$ cat src/rtl/int_pkg.sv
// Shared types and default sizing for the interrupt pending controller.
package int_pkg;

  localparam int unsigned N_SRC_DEF = 8;
  localparam int unsigned ID_W_DEF  = 3;

  typedef enum logic [1:0] {
    ST_IDLE   = 2'd0,
    ST_ASSERT = 2'd1,
    ST_GAP    = 2'd2
  } state_e;

endpackage : int_pkg

$ cat src/rtl/int_pending_ctrl_if.sv
// Pulse/mask/ack bus between interrupt sources, core and the pending controller.
interface int_pending_ctrl_if #(
  parameter int unsigned N_SRC = int_pkg::N_SRC_DEF,
  parameter int unsigned ID_W  = int_pkg::ID_W_DEF
);

  logic [N_SRC-1:0] int_pulse;
  logic             mask_we;
  logic [N_SRC-1:0] mask_wdata;
  logic             ovr_clr;
  logic             ack;
  logic             irq;
  logic [ID_W-1:0]  irq_id;
  logic [N_SRC-1:0] pending;
  logic [N_SRC-1:0] mask;
  logic [N_SRC-1:0] overrun;

  modport slave (
    input  int_pulse, mask_we, mask_wdata, ovr_clr, ack,
    output irq, irq_id, pending, mask, overrun
  );

  modport master (
    output int_pulse, mask_we, mask_wdata, ovr_clr, ack,
    input  irq, irq_id, pending, mask, overrun
  );

endinterface : int_pending_ctrl_if

$ cat src/rtl/int_prio_enc.sv
// Fixed-priority encoder: lowest set index wins.
module int_prio_enc #(
  parameter int unsigned N_SRC = int_pkg::N_SRC_DEF,
  parameter int unsigned ID_W  = int_pkg::ID_W_DEF
) (
  input  logic [N_SRC-1:0] vec_i,
  output logic [ID_W-1:0]  id_c,
  output logic             valid_c
);

  // Scan from the top down so the lowest set bit is the last to write.
  always_comb begin
    id_c    = '0;
    valid_c = 1'b0;
    for (int i = int'(N_SRC) - 1; i >= 0; i--) begin
      if (vec_i[i]) begin
        id_c    = ID_W'(i);
        valid_c = 1'b1;
      end
    end
  end

endmodule : int_prio_enc

$ cat src/rtl/int_pending_ctrl.sv
// Sticky pending/overrun capture, enable mask, and IRQ presentation FSM.
module int_pending_ctrl
  import int_pkg::*;
#(
  parameter int unsigned N_SRC = N_SRC_DEF,
  parameter int unsigned ID_W  = ID_W_DEF
) (
  input  logic               clk,
  input  logic               reset,
  int_pending_ctrl_if.slave  bus
);

  state_e           state_q, state_d;
  logic             irq_q, irq_d;
  logic [ID_W-1:0]  irq_id_q, irq_id_d;
  logic [N_SRC-1:0] pending_q, pending_d;
  logic [N_SRC-1:0] mask_q, mask_d;
  logic [N_SRC-1:0] overrun_q, overrun_d;
  logic [N_SRC-1:0] clr_vec;
  logic [ID_W-1:0]  cand_id;
  logic             cand_valid;

  int_prio_enc #(
    .N_SRC (N_SRC),
    .ID_W  (ID_W)
  ) u_prio_enc (
    .vec_i   (pending_q & mask_q),
    .id_c    (cand_id),
    .valid_c (cand_valid)
  );

  // Presentation FSM: pick a candidate, hold it until ack, then force one low cycle.
  always_comb begin
    state_d  = state_q;
    irq_d    = irq_q;
    irq_id_d = irq_id_q;
    clr_vec  = '0;
    case (state_q)
      ST_IDLE: begin
        irq_d = 1'b0;
        if (cand_valid) begin
          state_d  = ST_ASSERT;
          irq_d    = 1'b1;
          irq_id_d = cand_id;
        end
      end
      ST_ASSERT: begin
        irq_d = 1'b1;
        if (bus.ack) begin
          clr_vec = N_SRC'(1) << irq_id_q;
          state_d = ST_GAP;
          irq_d   = 1'b0;
        end
      end
      ST_GAP: begin
        irq_d   = 1'b0;
        state_d = ST_IDLE;
      end
      default: begin
        irq_d   = 1'b0;
        state_d = ST_IDLE;
      end
    endcase
  end

  // Pending/overrun/mask next values; a new pulse beats a same-cycle clear.
  always_comb begin
    pending_d = (pending_q & ~clr_vec) | bus.int_pulse;
    overrun_d = (bus.ovr_clr ? '0 : overrun_q)
              | (bus.int_pulse & pending_q & ~clr_vec);
    mask_d    = bus.mask_we ? bus.mask_wdata : mask_q;
  end

  // State and output registers.
  always_ff @(posedge clk or negedge reset) begin
    if (!reset) begin
      state_q   <= ST_IDLE;
      irq_q     <= 1'b0;
      irq_id_q  <= '0;
      pending_q <= '0;
      mask_q    <= '0;
      overrun_q <= '0;
    end else begin
      state_q   <= state_d;
      irq_q     <= irq_d;
      irq_id_q  <= irq_id_d;
      pending_q <= pending_d;
      mask_q    <= mask_d;
      overrun_q <= overrun_d;
    end
  end

  assign bus.irq     = irq_q;
  assign bus.irq_id  = irq_id_q;
  assign bus.pending = pending_q;
  assign bus.mask    = mask_q;
  assign bus.overrun = overrun_q;

endmodule : int_pending_ctrl

$ cat src/flat_wrapper.sv
// flat-port wrapper written by rule: the top's interface ports become plain ports
module int_pending_ctrl_flat import int_pkg::*;
#(
  parameter int unsigned N_SRC = N_SRC_DEF,
  parameter int unsigned ID_W  = ID_W_DEF
)
  (clk, reset, bus_int_pulse, bus_mask_we, bus_mask_wdata, bus_ovr_clr, bus_ack, bus_irq, bus_irq_id, bus_pending, bus_mask, bus_overrun);
  int_pending_ctrl_if #(.N_SRC(N_SRC), .ID_W(ID_W)) bus_i ();
  input  logic clk;
  input  logic reset;
  input wire logic [$bits(bus_i.int_pulse)-1:0] bus_int_pulse;
  input wire logic [$bits(bus_i.mask_we)-1:0] bus_mask_we;
  input wire logic [$bits(bus_i.mask_wdata)-1:0] bus_mask_wdata;
  input wire logic [$bits(bus_i.ovr_clr)-1:0] bus_ovr_clr;
  input wire logic [$bits(bus_i.ack)-1:0] bus_ack;
  output wire logic [$bits(bus_i.irq)-1:0] bus_irq;
  output wire logic [$bits(bus_i.irq_id)-1:0] bus_irq_id;
  output wire logic [$bits(bus_i.pending)-1:0] bus_pending;
  output wire logic [$bits(bus_i.mask)-1:0] bus_mask;
  output wire logic [$bits(bus_i.overrun)-1:0] bus_overrun;
  assign bus_i.int_pulse = bus_int_pulse;
  assign bus_i.mask_we = bus_mask_we;
  assign bus_i.mask_wdata = bus_mask_wdata;
  assign bus_i.ovr_clr = bus_ovr_clr;
  assign bus_i.ack = bus_ack;
  assign bus_irq = bus_i.irq;
  assign bus_irq_id = bus_i.irq_id;
  assign bus_pending = bus_i.pending;
  assign bus_mask = bus_i.mask;
  assign bus_overrun = bus_i.overrun;
  int_pending_ctrl #(.N_SRC(N_SRC), .ID_W(ID_W)) u_core (.clk(clk), .reset(reset), .bus(bus_i));
endmodule
$ cat config.mk
export PLATFORM = sky130hd
export DESIGN_NAME = int_pending_ctrl_flat
export DESIGN_NICKNAME = d
export VERILOG_FILES = /design/src/rtl/int_pkg.sv /design/src/rtl/int_pending_ctrl_if.sv /design/src/rtl/int_prio_enc.sv /design/src/rtl/int_pending_ctrl.sv /design/src/flat_wrapper.sv
export SDC_FILE = /design/constraint.sdc
export NUM_CORES = 1
export LEC_CHECK = 0
export ABC_AREA = 0
export CORE_MARGIN = 3
export CORE_UTILIZATION = 38
export DETAILED_ROUTE_END_ITERATION = 10
export GPL_ROUTABILITY_DRIVEN = 0
export HOLD_SLACK_MARGIN = 0.08
export PLACE_DENSITY = 0.78
export SYNTH_ARGS = -nofsm -noshare
export SYNTH_HDL_FRONTEND = slang
export SYNTH_SLANG_ARGS = --single-unit
$ cat constraint.sdc
create_clock -name clk -period 1.34 [get_ports clk]
set_input_delay 0.335 -clock clk [delete_from_list [all_inputs] [get_ports clk]]
set_output_delay 0.335 -clock clk [all_outputs]
set_load 0.03 [all_outputs]
==> impl_metrics.prom <==
# TYPE chip_impl_metric gauge
chip_impl_info{name="outcome",value="finished with violations"} 1
chip_impl_info{name="violations_in_the_final_reports",value="negative setup slack"} 1
chip_impl_metric{name="synth-async-reset-ratio",unit="%"} 100
chip_impl_info{name="endpoint_kind",value="primary output"} 1
chip_impl_metric{name="gr-usage-all-layers",unit="%"} 19.0
chip_impl_metric{name="cts.hold.buffers_added",unit=""} 0
chip_impl_info{name="crit_type",value="reg -> out"} 1
chip_impl_metric{name="htree_levels",unit=""} 2
chip_impl_info{name="slowest_stage",value="dfrtp_2"} 1
chip_impl_metric{name="post-place-ws",unit="ns"} -0.361
chip_impl_metric{name="timing.max_cap.violations",unit=""} 0
chip_impl_metric{name="power.ir.vdd_worst",unit="V"} 0.000746
chip_impl_metric{name="total_half_perimeter_wirelength_after_legalization_and_detailed_placement",unit="µm"} 2600
chip_impl_metric{name="num_antenna_cells",unit=""} 0
chip_impl_metric{name="final_max_slew_viol_count",unit=""} 0
chip_impl_metric{name="synth_nets",unit=""} 134
chip_impl_info{name="crit_chain",value="buf_6 > buf_6"} 1
chip_impl_metric{name="drt_iter0_markers",unit=""} 28
chip_impl_metric{name="power_per_cell_area",unit="mW/mm²"} 1550
chip_impl_info{name="holdCritStartpoint",value="bus_ack"} 1
chip_impl_info{name="path_delay_family",value="flip-flops"} 1
chip_impl_metric{name="starting_utilization_of_the_core_area",unit="%"} 40.2
chip_impl_metric{name="finalClockSkew",unit="ns"} 0.00986
chip_impl_metric{name="total_switching_power",unit="mW"} 1.29
chip_impl_metric{name="synthToLayoutAreaGrowth",unit="%"} 73.9
chip_impl_metric{name="post_route_cells_drive_above_1_share",unit="%"} 51.8
chip_impl_metric{name="timing.critical_path.arrival",unit="ns"} 1.02
chip_impl_info{name="crit-reg2reg-launch",value="u_core.bus.mask[7]"} 1
chip_impl_info{name="synth_top_cell_by_area",value="dfrtp_1"} 1
chip_impl_metric{name="grt_antenna_before_repair",unit=""} 0
chip_impl_info{name="critical-path-top-cell-by-count",value="buf_6"} 1
chip_impl_metric{name="setup_viol",unit=""} 6
chip_impl_metric{name="synth-edff-count",unit=""} 0
chip_impl_metric{name="ioPinCount",unit=""} 49
chip_impl_metric{name="die-area",unit="mm²"} 0.00398
chip_impl_metric{name="max_freq",unit="MHz"} 736
chip_impl_metric{name="post_drt_via_cell_ratio",unit=""} 4.97
chip_impl_info{name="synth.cells.most_frequent",value="dfrtp_1 (30), inv_1 (17), nand2_1 (17)"} 1
chip_impl_metric{name="cts_inserted_buffers",unit=""} 5
chip_impl_metric{name="p_sw_share",unit="%"} 38.7
chip_impl_metric{name="timing_hold_violations_final",unit=""} 0
chip_impl_metric{name="tightestPinTransition",unit="ns"} 0.221
chip_impl_metric{name="static-leakage-power",unit="nW"} 0.985
chip_impl_metric{name="synthesis.area_per_instance",unit="µm²"} 11.0
chip_impl_metric{name="chipWidth",unit="µm"} 63.1
chip_impl_metric{name="critPathBufInv",unit=""} 2
chip_impl_metric{name="critPathMaxStageDelay",unit="ns"} 0.44
chip_impl_info{name="rsz_0062_raised_after_global_routing",value="true"} 1
chip_impl_metric{name="critical_path_required",unit="ns"} 1.00
chip_impl_metric{name="placeableCoreArea",unit="mm²"} 0.00308
chip_impl_metric{name="clkSlewWorstSetupHoldPaths",unit="ns"} 0.10
chip_impl_metric{name="synth_seq_area_share",unit="%"} 60.6
chip_impl_metric{name="grt_first_pass_wirelength",unit="µm"} 5800
chip_impl_metric{name="post-route-util",unit="%"} 70.0
chip_impl_metric{name="via_count",unit=""} 1178
chip_impl_metric{name="firstDrtPassIters",unit=""} 4
chip_impl_metric{name="period_needed",unit="ns"} 1.36
chip_impl_metric{name="overflow",unit=""} 0
chip_impl_metric{name="wl_per_cell",unit="µm"} 15.4
chip_impl_metric{name="first_global_vias",unit=""} 1249
chip_impl_info{name="post-synth-top-count-cell",value="dfrtp_1"} 1
chip_impl_metric{name="final.period_utilization",unit="%"} 101
chip_impl_metric{name="internal_power",unit="mW"} 2.04
chip_impl_metric{name="post-route-worst-setup-slack",unit="ns"} -0.0187
chip_impl_info{name="timing.critical_path.from",value="u_core.bus.pending[5]"} 1
chip_impl_metric{name="syn-instance-count",unit=""} 113
chip_impl_info{name="cts_root_buf",value="clkbuf_4"} 1
chip_impl_metric{name="antenna_violating_nets_left",unit=""} 0
chip_impl_metric{name="sequential_share_of_power",unit="%"} 38.7
chip_impl_metric{name="post-place-cells",unit=""} 223
chip_impl_metric{name="largest_net_degree_at_the_start_of_global_routing",unit=""} 31
chip_impl_metric{name="cts.sinks",unit=""} 30
chip_impl_info{name="cts_tree",value="built"} 1
chip_impl_metric{name="port-buffer-count",unit=""} 48
chip_impl_metric{name="layoutNonFillerInstCount",unit=""} 237
chip_impl_metric{name="final_net_count",unit=""} 213
chip_impl_metric{name="clock_power_share",unit="%"} 16.8
chip_impl_metric{name="synth_area",unit="mm²"} 0.00124
chip_impl_info{name="crit_path_start_kind",value="flop"} 1
chip_impl_info{name="synth.area.top_cells",value="dfrtp_1 (61%), mux2_2 (8.2%), inv_1 (5.2%), nand2_1 (5.2%), o22ai_1 (4.0%)"} 1
chip_impl_metric{name="netlist.area_leader.share",unit="%"} 60.6
chip_impl_metric{name="synth.distinct_cells",unit=""} 21
chip_impl_metric{name="clk_path_buf_depth",unit=""} 2
chip_impl_metric{name="clk-insertion-delay-late",unit="ns"} 0.33
chip_impl_metric{name="die_height",unit="µm"} 63.1
chip_impl_metric{name="timing.critical_path.fanout_max",unit=""} 3
chip_impl_metric{name="wirelength",unit="µm"} 3640
chip_impl_metric{name="placementRows",unit=""} 20
chip_impl_info{name="synth-main-ff-cell",value="dfrtp_1"} 1
chip_impl_metric{name="route.detailed.drc",unit=""} 0
chip_impl_metric{name="ys_seq_elements",unit=""} 30
chip_impl_metric{name="combinational_fraction_of_design_power",unit="%"} 44.5
chip_impl_info{name="hold_class",value="in -> reg"} 1
chip_impl_metric{name="max-slew-margin-rel",unit="%"} 85.3
chip_impl_metric{name="synth-warning-count",unit=""} 0
chip_impl_metric{name="fin_setup_tns",unit="ns"} -0.0695
## state kept, by name, summed over array words and instances, names as in the netlist
name and cells:
u_core.state_q 2, u_core.bus.irq_id 3, u_core.bus.mask 8, u_core.bus.pending 8, u_core.bus.irq 1, u_core.bus.overrun 8
## path summary, 6_finish.rpt
check	to	slack (ns)	cells after the start
max	bus_pending[5]	-0.02	2
min	u_core.bus.irq	0.28	2
max reg2reg	u_core.bus.irq_id[0]	-0.01	4
min reg2reg	u_core.bus.overrun[5]	0.54	2
max in group asynchronous	u_core.bus.mask[3]	0.78	2
min in group asynchronous	u_core.bus.mask[6]	0.38	2
## per-stage QoR
stage                     total power [mW]  area, µm²  hold WS (ns)
after floorplan                       1.93       1270        0.0394
after global placement                2.49       1890         0.519
after detailed placement              2.52       1890         0.529
after CTS                             3.17       2080         0.371
after global routing                  3.49       2150         0.305
final                                 3.33       2150         0.275
## cells in the final DEF, fill, tap and decap left out, types with 2 or more instances in the layout
| master | count |
|---|---|
| o31ai_4 | 2 |
| buf_4 | 26 |
| a21oi_1 | 4 |
| mux2_2 | 8 |
| o21ai_0 | 3 |
| o22ai_1 | 7 |
| buf_6 | 27 |
| inv_1 | 17 |
| clkdlybuf4s50_1 | 19 |
| dfrtp_1 | 12 |
| nand2_1 | 15 |
| o21ai_1 | 6 |
| clkbuf_4 | 5 |
| a22oi_2 | 4 |
| nand2b_1 | 3 |
| dfrtp_2 | 18 |
## cell families after synthesis
family	synth area share [%]
AO/OA/AOI/OAI	16.7
AND/OR/NAND/NOR	8.69
multiplexers	8.18
flip-flops	60.6
buffers and inverters	5.86
## area by class of cell
| type | instances | area, µm² |
|---|---|---|
| Clock buffer | 7 | 55.1 |
| Clock inverter | 1 | 5.00 |
| Fill cell | 229 | 923 |
| Inverter | 17 | 63.8 |
| Multi-Input combinational cell | 64 | 480 |
| Sequential cell | 30 | 773 |
| Tap cell | 44 | 55.1 |
| Timing Repair Buffer | 74 | 722 |
## power groups by stage
stage	clock network (mW)	registers (mW)	logic (mW)
floorplan	0	1.56	0.373
global placement	0	1.27	1.22
detailed placement	0	1.28	1.24
CTS	0.561	1.28	1.33
global route	0.597	1.32	1.57
finish	0.560	1.29	1.48
## layer usage
metal | part of all wire [%] | track usage [%] | vias to the layer above
met2 | 55 | 35.8 | 50
met5 | 0 | 0 | -
met4 | 2.6 | 7.71 | 0
li1 | - | - | 549
met3 | 5.1 | 4.10 | 10
met1 | 38 | 20.2 | 569
## what timing repair did
action / 4_1_cts / 5_1_grt
resized for setup: 33 / 13
setup buffers: 2 / 4
hold endpoints to repair: 0 / 0
pin swaps: 2 / 5
endpoints found under the setup margin: 19 / 28
No activity file was read; power rests on OpenSTA's default activity.
==> edit 1, RTL diff (same settings) <==
Take the reset off `pending_q` and load it in a clocked block of its own.
--- a/src/rtl/int_pending_ctrl.sv
+++ b/src/rtl/int_pending_ctrl.sv
@@ -78,5 +78,4 @@
       irq_q     <= 1'b0;
       irq_id_q  <= '0;
-      pending_q <= '0;
       mask_q    <= '0;
       overrun_q <= '0;
@@ -85,8 +84,11 @@
       irq_q     <= irq_d;
       irq_id_q  <= irq_id_d;
-      pending_q <= pending_d;
       mask_q    <= mask_d;
       overrun_q <= overrun_d;
     end
+  end
+
+  always_ff @(posedge clk) begin
+    pending_q <= pending_d;
   end
 
Formal check against the unedited RTL: not equivalent (a bounded check fails within 4 cycles, from zero or initial values and one cycle with reset low).
==> edit 1 against the original RTL <==
Die area increased by 0.44%. Routed wire length down 11%. Power decreased by 17%. Count of clock-buffer cells in the layout stayed put. Maximum frequency rose by 4.1%. Sequential cell count is the same. Synthesized area up 0.51%. Final area shrank 14%. Worst setup slack better by 0.053 ns. Critical endpoint is now bus_pending[4]. Largest cell class unchanged. Largest power group is now registers.
==> edit 1: results (changes against the original RTL) <==
[detailed_routing]
drtIter0Drc = 46  ; was 28
post_drt_via_cell_ratio = 5.01  ; was 4.97
finalWirelength_um = 3250  ; was 3640 um
wl_met3_um = 297  ; was 185 um

[power]
peakVddDrop_uv = 785  ; was 746 uV
p_sw_share_pct = 37.2  ; was 38.7%
p_leak_nw = 0.843  ; was 0.985 nW

[floorplan]
die_w_um = 63.2  ; was 63.1 um

[finish]
drive_gt1_share_pct = 37.5  ; was 51.8%

[timing]
worst_slack_ns = 0.0348  ; was -0.0187 ns
tightest_slew_ns = 0.363  ; was 0.221 ns

[yosys]
netlist_instances = 115  ; was 113
syn-num-nets = 136  ; was 134
synthMuxAreaShare_pct = 7.24  ; was 8.18%
synth-seq-area-share_pct = 57.1  ; was 60.6%

[placement]
post-dp-hpwl_um = 2440  ; was 2600 um
place_area_sq_um = 1740  ; was 1890 sq um
dp.cells = 209  ; was 223

[hold_path]
min_path_type = in2async  ; was in2reg

[outcome]
outcome = finished, final reports clean  ; was finished, violations left

[setup_path]
crit_fanout = 4  ; was 3
r2r_start = u_core.state_q[1]  ; was u_core.bus.mask[7]
arrival_ns = 0.97  ; was 1.02 ns
reg2reg_slack_ns = 0.08  ; was -0.01 ns

[global_route]
grt_pass1_wl_um = 5270  ; was 5800 um

-- edit 1: cell families after synthesis --
group	Yosys count
buffers and inverters	19
DFF	30
and+or+nand+nor	26
muxes	8
AOI/OAI and AO/OA	32
-- edit 1: power groups by stage --
stage / combinational [mW] / sequential, mW / clock (mW)
2_1_floorplan: 0.295 / 1.46 / 0
3_3_place_gp: 0.874 / 1.24 / 0
3_5_place_dp: 0.898 / 1.25 / 0
4_1_cts: 1.00 / 1.18 / 0.578
5_1_grt: 1.10 / 1.19 / 0.620
6_report: 1.04 / 1.17 / 0.557
-- edit 1: layout make-up --
type                       instances  area, sq um
fill                             266         1230
sequential                        30          718
multi-input combinational         66          477
timing repair buffer              55          475
inverter                          17         63.8
clock buffer                       7         55.1
tap                               44         55.1
clock inverter                     1         5.00
-- edit 1: routing by layer --
layer	up-vias	track usage, %
met5	-	0
met4	0	8.89
met3	4	7.13
met2	56	29.0
met1	524	19.1
li1	518	-
-- edit 1: worst max path at each step --
stage	start	cells after the start	endpoint
6_report	u_core.bus.pending[4]	1	bus_pending[4]
3_5_place_dp	bus_ack	5	u_core.bus.overrun[7]
4_1_cts	u_core.bus.irq_id[1]	1	bus_irq_id[1]
2_1_floorplan	u_core.bus.mask[3]	4	u_core.bus.irq_id[0]
3_3_place_gp	bus_ack	5	u_core.bus.overrun[7]
5_1_grt	bus_ack	5	u_core.bus.overrun[7]
-- edit 1: timing repair --
| action | in CTS | in global routing |
|---|---|---|
| setup endpoints to repair | 4 | 6 |
| buffers inserted | 2 | 1 |
| cloned | 0 | 0 |
| pin swaps | 0 | 1 |
| gates resized for setup | 4 | 5 |
| hold endpoints to repair | 0 | 0 |
==> edit 2, RTL diff (same settings) <==
Without the edit above. Set the package constant `ID_W_DEF` to 5 (it was 3).
--- a/src/rtl/int_pkg.sv
+++ b/src/rtl/int_pkg.sv
@@ -3,5 +3,5 @@
 
   localparam int unsigned N_SRC_DEF = 8;
-  localparam int unsigned ID_W_DEF  = 3;
+  localparam int unsigned ID_W_DEF  = 5;
 
   typedef enum logic [1:0] {
Ports: changed (resized bus_irq_id); port bits go from 49 to 51. No check against the original RTL was run, so the function may have changed too.
==> edit 2 against the original RTL <==
The flow still finishes with violations (negative setup slack). Routed wire length is 2.3% higher. Synthesized area is 1.5% higher. Final area is 3.1% higher. Count of clock-buffer cells in the layout stayed put. Clock power is 6.1% lower. Power is 3.6% higher. Synthesized cell count is 2.7% higher. Worst setup slack worse by 0.047 ns. Critical path depth is 2 higher. Critical endpoint is now u_core.bus.irq_id[0]. Critical path type is now reg2reg. Maximum frequency is 3.4% lower. First-iteration DRC count is 75% higher. Global-route usage is 0.71 points lower. Sequential cell count stayed put.
==> edit 2: results (changes against the original RTL) <==
[timing]
final-setup-viol-count = 3  ; was 6
skew_ns = 0.00749  ; was 0.00986 ns
worst_slack_ns = -0.0658  ; was -0.0187 ns
finalSetupTns_ns = -0.106  ; was -0.0695 ns

[power]
p_leak_nw = 1.03  ; was 0.985 nW
switching_power_mw = 1.32  ; was 1.29 mW
peakVddDrop_uv = 892  ; was 746 uV

[outcome]
outcome = finished, violations left  ; unchanged
violations = negative setup slack  ; unchanged

[yosys]
ys_types = 23  ; was 21
synth-seq-area-share_pct = 59.7  ; was 60.6%
synth.area.top_cells = dfrtp_1 (60%), mux2_2 (8.1%), inv_1 (5.1%)  ; was dfrtp_1 (61%), mux2_2 (8.2%), inv_1 (5.2%)
synth_compound_gate_area_share_pct = 16.4  ; was 16.7%
synthMuxAreaShare_pct = 8.06  ; was 8.18%

[detailed_routing]
drtIter0Drc = 49  ; was 28
drt-met1-wl_um = 1340  ; was 1380 um
post_drt_via_cell_ratio = 4.95  ; was 4.97
wl_met3_um = 243  ; was 185 um
wl_met2_um = 2040  ; was 1990 um

[setup_path]
cp-startpoint = u_core.bus.pending[5]  ; unchanged
endpoint = u_core.bus.irq_id[0]  ; was bus_pending[5]
crit_path_top_delay_cell = dfrtp_2  ; unchanged
arrival_ns = 1.60  ; was 1.02 ns

[global_route]
grt_pass1_wl_um = 5610  ; was 5800 um
track_usage_pct = 18.3  ; was 19.0%
grt_pass1_vias = 1217  ; was 1249

[finish]
drive_gt1_share_pct = 53.0  ; was 51.8%
finish.net_count = 221  ; was 213

[placement]
post-dp-hpwl_um = 2490  ; was 2600 um

[clock_tree]
clkLatencyLatePin_ns = 0.31  ; was 0.33 ns

-- edit 2: changes by cell type in the layout (fill, tap and decap cells not counted) --
cell      unedited run  this run
clkinv_2             1         0
buf_4               26        31
buf_12               1         2
conb_1               0         2
o22ai_1              7         6
o22ai_2              1         2
-- edit 2: worst min-delay path by stage --
stage                       endpoint  slack, ns  depth (start not counted)
5_1_grt               u_core.bus.irq       0.27                          2
3_5_place_dp   u_core.bus.overrun[7]       0.52                          2
3_3_place_gp   u_core.bus.overrun[7]       0.52                          2
4_1_cts         u_core.bus.irq_id[2]       0.38                          2
2_1_floorplan         u_core.bus.irq       0.04                          0
6_report              u_core.bus.irq       0.28                          2
-- edit 2: layout make-up --
class | count | share of cell area (%)
inverters | 17 | 2.87
flip-flops and latches | 30 | 34.8
well taps | 44 | 2.48
multi-input cells | 66 | 22.3
repair buffers | 80 | 35.1
clock buffers | 7 | 2.48
-- edit 2: worst max-delay path: cells and delay by family (launching register included) --
kind            cells  cell delay (ns)
flops               1             0.43
simple gates        1             0.13
mux                 1             0.31
compound gates      2             0.42
-- edit 2: repair_timing --
| action | CTS | global route |
|---|---|---|
| gates resized for setup | 30 | 17 |
| setup buffers | 1 | 13 |
| setup endpoints to repair | 20 | 32 |
| pin swaps | 2 | 11 |
| endpoints found under the hold margin | 0 | 0 |
-- edit 2: power by group through the flow --
stage,sequential [mW],clock [mW],combinational [mW]
finish,1.28,0.526,1.65
CTS,1.28,0.538,1.33
floorplan,1.56,0,0.384
global placement,1.27,0,1.22
detailed placement,1.28,0,1.25
global route,1.30,0.585,1.75
-- edit 2: per-stage QoR --
step	cell area (sq um)	worst slack (ns)	hold slack, ns	instances
after CTS	2060	-0.0289	0.380	231
final	2220	-0.0658	0.277	244
after detailed placement	1900	-0.367	0.523	223
after global placement	1900	-0.328	0.516	223
after floorplan	1290	-0.0364	0.0394	117
after global routing	2220	-0.101	0.270	244
-- edit 2: per-layer routing --
layer	GRT usage (%)	vias up
li1	-	556
met1	20.3	596
met2	32.2	47
met3	5.70	9
met4	7.28	0
met5	0	-
-- edit 2: cell families (layout without fill, tap and decap cells) --
family                 after synthesis  in the layout
AND/OR/NAND/NOR                     24             24
buffers and inverters               21            104
multiplexers                         9              9
flip-flops                          30             30
AO/OA/AOI/OAI                       31             31
other                                1              2
